File: config.mk
export PLATFORM = sky130hd
export DESIGN_NAME = ce_debounce
export DESIGN_NICKNAME = d
export VERILOG_FILES = /design/src/rtl/ce_debounce_pkg.sv /design/src/rtl/debounce_chan.sv /design/src/rtl/ce_debounce.sv
export SDC_FILE = /design/constraint.sdc
export NUM_CORES = 1
export LEC_CHECK = 0
export ABC_AREA = 0
export CORE_AREA = 2 2 67 69
export DETAILED_ROUTE_END_ITERATION = 10
export DIE_AREA = 0 0 69 71
export GPL_TIMING_DRIVEN = 0
export PLACE_DENSITY_LB_ADDON = 0.3
export SKIP_CTS_REPAIR_TIMING = 1
export SLEW_MARGIN = 20
export SYNTH_ARGS = -nofsm -noshare
export SYNTH_HDL_FRONTEND = slang
export SYNTH_SLANG_ARGS = --single-unit
File: constraint.sdc
create_clock -name clk -period 1.2 [get_ports clk]
set_input_delay 0.24 -clock clk [delete_from_list [all_inputs] [get_ports clk]]
set_output_delay 0.24 -clock clk [all_outputs]
set_load 0.01 [all_outputs]
File: src/rtl/ce_debounce_pkg.sv
// Shared types and width helpers for the clock-enable paced debouncer.
// Long-press support is enabled by defining CE_DEBOUNCE_LONG_PRESS_EN.
package ce_debounce_pkg;

  typedef enum logic [1:0] {
    S_LOW,
    S_RISING,
    S_HIGH,
    S_FALLING
  } deb_state_t;

  // Bits needed to hold 0..n inclusive.
  function automatic int cnt_width(input int n);
    return (n < 1) ? 1 : $clog2(n + 1);
  endfunction

endpackage

File: src/rtl/debounce_chan.sv
// One debounce channel: synchroniser, ce-paced FSM, optional long counter.
// Long-press counter present only with CE_DEBOUNCE_LONG_PRESS_EN.
module debounce_chan
  import ce_debounce_pkg::*;
#(
  parameter int STABLE_CNT  = 4,
  parameter int SYNC_STAGES = 2,
  parameter int LONG_CNT    = 100
) (
  input  logic clk,
  input  logic rst,
  input  logic ce,
  input  logic din,
  output logic dout,
  output logic rise,
`ifdef CE_DEBOUNCE_LONG_PRESS_EN
  output logic fall,
  output logic long_press
`else
  output logic fall
`endif
);

  localparam int CW = cnt_width(STABLE_CNT);
  localparam logic [CW-1:0] CMAX = CW'(STABLE_CNT);

  logic [SYNC_STAGES-1:0] sync;
  logic s;

  always_ff @(posedge clk) begin
    if (rst) sync <= '0;
    else     sync <= {sync[SYNC_STAGES-2:0], din};
  end

  assign s = sync[SYNC_STAGES-1];

  deb_state_t state, state_nx;
  logic [CW-1:0] cnt, cnt_nx;
  logic hi, hi_nx;

  always_comb begin
    state_nx = state;
    cnt_nx   = cnt;
    if (ce) begin
      unique case (state)
        S_LOW: begin
          if (s) begin
            if (STABLE_CNT == 1) begin
              state_nx = S_HIGH;
            end else begin
              state_nx = S_RISING;
              cnt_nx   = CW'(1);
            end
          end
        end
        S_RISING: begin
          if (!s) begin
            state_nx = S_LOW;
            cnt_nx   = '0;
          end else if (cnt + CW'(1) == CMAX) begin
            state_nx = S_HIGH;
            cnt_nx   = '0;
          end else begin
            cnt_nx = cnt + CW'(1);
          end
        end
        S_HIGH: begin
          if (!s) begin
            if (STABLE_CNT == 1) begin
              state_nx = S_LOW;
            end else begin
              state_nx = S_FALLING;
              cnt_nx   = CW'(1);
            end
          end
        end
        S_FALLING: begin
          if (s) begin
            state_nx = S_HIGH;
            cnt_nx   = '0;
          end else if (cnt + CW'(1) == CMAX) begin
            state_nx = S_LOW;
            cnt_nx   = '0;
          end else begin
            cnt_nx = cnt + CW'(1);
          end
        end
        default: begin
          state_nx = S_LOW;
          cnt_nx   = '0;
        end
      endcase
    end
  end

  assign hi    = (state == S_HIGH) || (state == S_FALLING);
  assign hi_nx = (state_nx == S_HIGH) || (state_nx == S_FALLING);

  always_ff @(posedge clk) begin
    if (rst) begin
      state <= S_LOW;
      cnt   <= '0;
      dout  <= 1'b0;
      rise  <= 1'b0;
      fall  <= 1'b0;
    end else begin
      state <= state_nx;
      cnt   <= cnt_nx;
      dout  <= hi_nx;
      rise  <= hi_nx & ~hi;
      fall  <= ~hi_nx & hi;
    end
  end

`ifdef CE_DEBOUNCE_LONG_PRESS_EN
  localparam int LW = cnt_width(LONG_CNT);
  localparam logic [LW-1:0] LMAX = LW'(LONG_CNT);

  logic [LW-1:0] lcnt, lcnt_nx;
  logic lp_nx;

  // Counts ce samples spent high; saturates so the pulse fires once.
  always_comb begin
    lcnt_nx = lcnt;
    lp_nx   = 1'b0;
    if (ce) begin
      if (!hi_nx) begin
        lcnt_nx = '0;
      end else if (hi && lcnt != LMAX) begin
        lcnt_nx = lcnt + LW'(1);
        lp_nx   = (lcnt + LW'(1) == LMAX);
      end
    end
  end

  always_ff @(posedge clk) begin
    if (rst) begin
      lcnt       <= '0;
      long_press <= 1'b0;
    end else begin
      lcnt       <= lcnt_nx;
      long_press <= lp_nx;
    end
  end
`endif

endmodule

File: src/rtl/ce_debounce.sv
// Multi-channel debouncer paced by an external clock-enable pulse.
// Define CE_DEBOUNCE_LONG_PRESS_EN to add the long_press output.
module ce_debounce
  import ce_debounce_pkg::*;
#(
  parameter int CHANNELS    = 4,
  parameter int STABLE_CNT  = 4,
  parameter int SYNC_STAGES = 2,
  parameter int LONG_CNT    = 100
) (
  input  logic                clk,
  input  logic                rst,
  input  logic                ce,
  input  logic [CHANNELS-1:0] din,
  output logic [CHANNELS-1:0] dout,
  output logic [CHANNELS-1:0] rise,
`ifdef CE_DEBOUNCE_LONG_PRESS_EN
  output logic [CHANNELS-1:0] fall,
  output logic [CHANNELS-1:0] long_press
`else
  output logic [CHANNELS-1:0] fall
`endif
);

  for (genvar i = 0; i < CHANNELS; i++) begin : g_chan
    debounce_chan #(
      .STABLE_CNT (STABLE_CNT),
      .SYNC_STAGES(SYNC_STAGES),
      .LONG_CNT   (LONG_CNT)
    ) u_chan (
      .clk       (clk),
      .rst       (rst),
      .ce        (ce),
      .din       (din[i]),
      .dout      (dout[i]),
      .rise      (rise[i]),
`ifdef CE_DEBOUNCE_LONG_PRESS_EN
      .fall      (fall[i]),
      .long_press(long_press[i])
`else
      .fall      (fall[i])
`endif
    );
  end

endmodule

==> results.toml <==
[power_and_ir_drop]
pwr-share-comb_pct = 5.5
intPower_mw = 2.01
power_frac_seq_pct = 52.9
power_mw = 2.57
p_switching_mw = 0.559
clkPwrFrac_pct = 41.6
switching_share_pct = 21.8
vdd_ir_drop_max_uv = 495
power.density_nw_per_um2 = 966
p_leak_nw = 1.12

[finish]
fin_cells = 271
nNetsFinal = 233
final_cell_area_um2 = 2660
area_delta_synth_final_pct = 44.6
final_util_pct = 63.2
drive_above_1_share_pct = 40.2
n_antenna_cell = 0

[setup_path]
path_delay_family = "compound AO/OA/AOI/OAI gates"
cp-start-kind = "register"
crit_buf_inv = 0
slowest_stage = "dfxtp_4"
cp.required_ns = 1.34
max_stage_delay_ns = 0.37
cp.arrival_ns = 1.45
crit_chain = "ha_4 -> xnor2_4 -> o31ai_1 -> a211oi_1"
critPathMaxFanout = 3
worstSetupEndpointType = "register"
crit_type = "reg -> reg"

[grt]
grt_overflow = 0
first_global_vias = 1295
grt_start_max_net_pins = 13
grt_pass1_wl_um = 5680
antenna_found_initial = 0
grt_usage_pct = 14.5

[logic_synthesis]
yosysTopAreaCell = "dfxtp_1"
synthDistinctLibCells = 40
ys_seq_elements = 40
yosysSeqAreaShare_pct = 43.6
synthTopCellsByArea = "dfxtp_1 (44%), ha_1 (5.4%), buf_4 (5.3%), nor2b_1 (4.4%), nand2_1 (3.5%)"
synthFlopType = "dfxtp_1"
synth.avg_cell_area_um2 = 9.52
netlist.area_leader.share_pct = 43.6
synthArstFlopShare_pct = 0
yosysWarnings = 0
synth-edff-count = 0
synth_fp_nets = 208
synth.cell_area_um2 = 1840
synth_cells = 193

[timing]
tightest_slew_ns = 0.674
skew_ns = 0.00814
min_period_over_period_pct = 109
hold_violations = 0
layout_min_cycle_time_ns = 1.31
whs_ns = 0.260
fmax_mhz = 762
setup_viol = 6
setup_ws_ns = -0.113
slew_viol_final = 0
slew_headroom_pct = 55.1
setup_tns_ns = -0.303
rsz0062_at_grt = "true"

[clock_tree]
htreeDepth = 2
numCtsBuffers = 5
cts_max_path_buffers = 2
path_clk_slew_ns = 0.08
cts_root_buffer = "clkbuf_8"
cts.sinks = 40
clkLatencyLatePin_ns = 0.29
cts_tree = "built"

[placed_design]
dp.cells = 261
port_buffers = 16
place_area_um2 = 2070
dp_hpwl_um = 2360
gp_congestion = 0.795
preCtsSetupSlack_ns = -0.174

[drt]
wirelength_um = 4030
vias = 1451
vias_per_cell = 5.35
antenna_left = 0
dr.first_iter.drc_count = 60
drt_first_pass_iters = 4
drc = 0
wl_per_cell_um = 14.9

[run_status]
outcome = "finished with violations"
failed_checks = "negative setup slack"

[run]
cap_violations = 0

[floorplan]
die_height_um = 71
die_x_um = 69
start_util_pct = 43.7
io_pins = 19
row_count = 24
dieArea_um2 = 4900
core_um2 = 4200

[worst_hold_path]
hp-class = "in -> reg"
[routing by layer]
layer  track usage, %  vias up  routed length (um)
met5                0        -                   0
met4             5.88        0                  51
met3             3.85        5                 142
met2             24.0       24                2100
met1             17.9      705                1740
li1                 -      717                   -
[synthesized netlist by cell type, drive strengths merged, types with 2 or more instances]
| cell type | n |
|---|---|
| nor4 | 3 |
| nand2b | 4 |
| nand4 | 4 |
| dfxtp | 40 |
| o31ai | 3 |
| and3b | 3 |
| xor2 | 6 |
| nor2b | 13 |
| nand2 | 17 |
| o21a | 3 |
| o2111ai | 3 |
| and2 | 2 |
| o311ai | 4 |
| nor4b | 5 |
| and3 | 2 |
| nor2 | 2 |
| inv | 9 |
| clkbuf | 3 |
| nand3b | 2 |
| nand3 | 2 |
| o21ai | 8 |
| a21oi | 11 |
| buf | 17 |
| xnor2 | 3 |
| o41ai | 4 |
| ha | 8 |
| a211oi | 2 |
[path summary, 6_finish.rpt]
kind	startpoint	endpoint	slack, ns	cells after the start
max	g_chan[0].u_chan.cnt[0]	g_chan[0].u_chan.cnt[0]	-0.11	4
min	rst	g_chan[0].u_chan.dout	0.26	2
min reg2reg	g_chan[3].u_chan.sync[0]	g_chan[3].u_chan.sync[1]	0.44	1
max reg2reg	g_chan[0].u_chan.cnt[0]	g_chan[0].u_chan.cnt[0]	-0.11	4
[logic make-up after synthesis]
| logic type | synth area share, % |
|---|---|
| buf+inv | 8.85 |
| simple gates | 20.5 |
| compound gates | 15.9 |
| fa+ha+maj | 5.45 |
| mux | 0.613 |
| xor+xnor | 5.11 |
| flops | 43.6 |
[sequential cells by signal, indices dropped and copies added, names as in the netlist]
register,cells
g_chan.u_chan.cnt,12
g_chan.u_chan.dout,4
g_chan.u_chan.fall,4
g_chan.u_chan.rise,4
g_chan.u_chan.state,8
g_chan.u_chan.sync,8
[cell type report]
class,instances,area [um2]
Buffer,20,129
Clock buffer,6,72.6
Clock inverter,2,35.0
Fill cell,328,1550
Inverter,9,33.8
Multi-Input combinational cell,124,1280
Sequential cell,40,837
Tap cell,52,65.1
Timing Repair Buffer,18,205
[power by group through the flow]
stage                     registers (mW)  logic [mW]  clock network, mW
final                               1.36       0.142               1.07
after global routing                1.36       0.157               1.13
after CTS                           1.36       0.119               1.08
after detailed placement            1.40       0.119                  0
after global placement              1.40       0.117                  0
after floorplan                     1.39      0.0801                  0
[cell usage in the layout (no fill, tap or decap), types with 4 or more instances in the layout]
cell type	synthesis	final
dlymetal6s2s_1	0	12
clkbuf_8	0	5
o21ai_0	8	6
dfxtp_4	0	7
o41ai_2	0	4
inv_1	9	7
xor2_4	0	4
nand4_1	4	4
nor2b_1	13	9
nand2_1	17	16
buf_4	13	15
dfxtp_1	40	25
buf_2	4	4
a21oi_1	11	8
dfxtp_2	0	8
clkbuf_1	3	4
nand2b_1	4	4
ha_4	0	7
clkdlybuf4s50_1	0	4
Note: power is estimated with default switching activity, not from simulation.
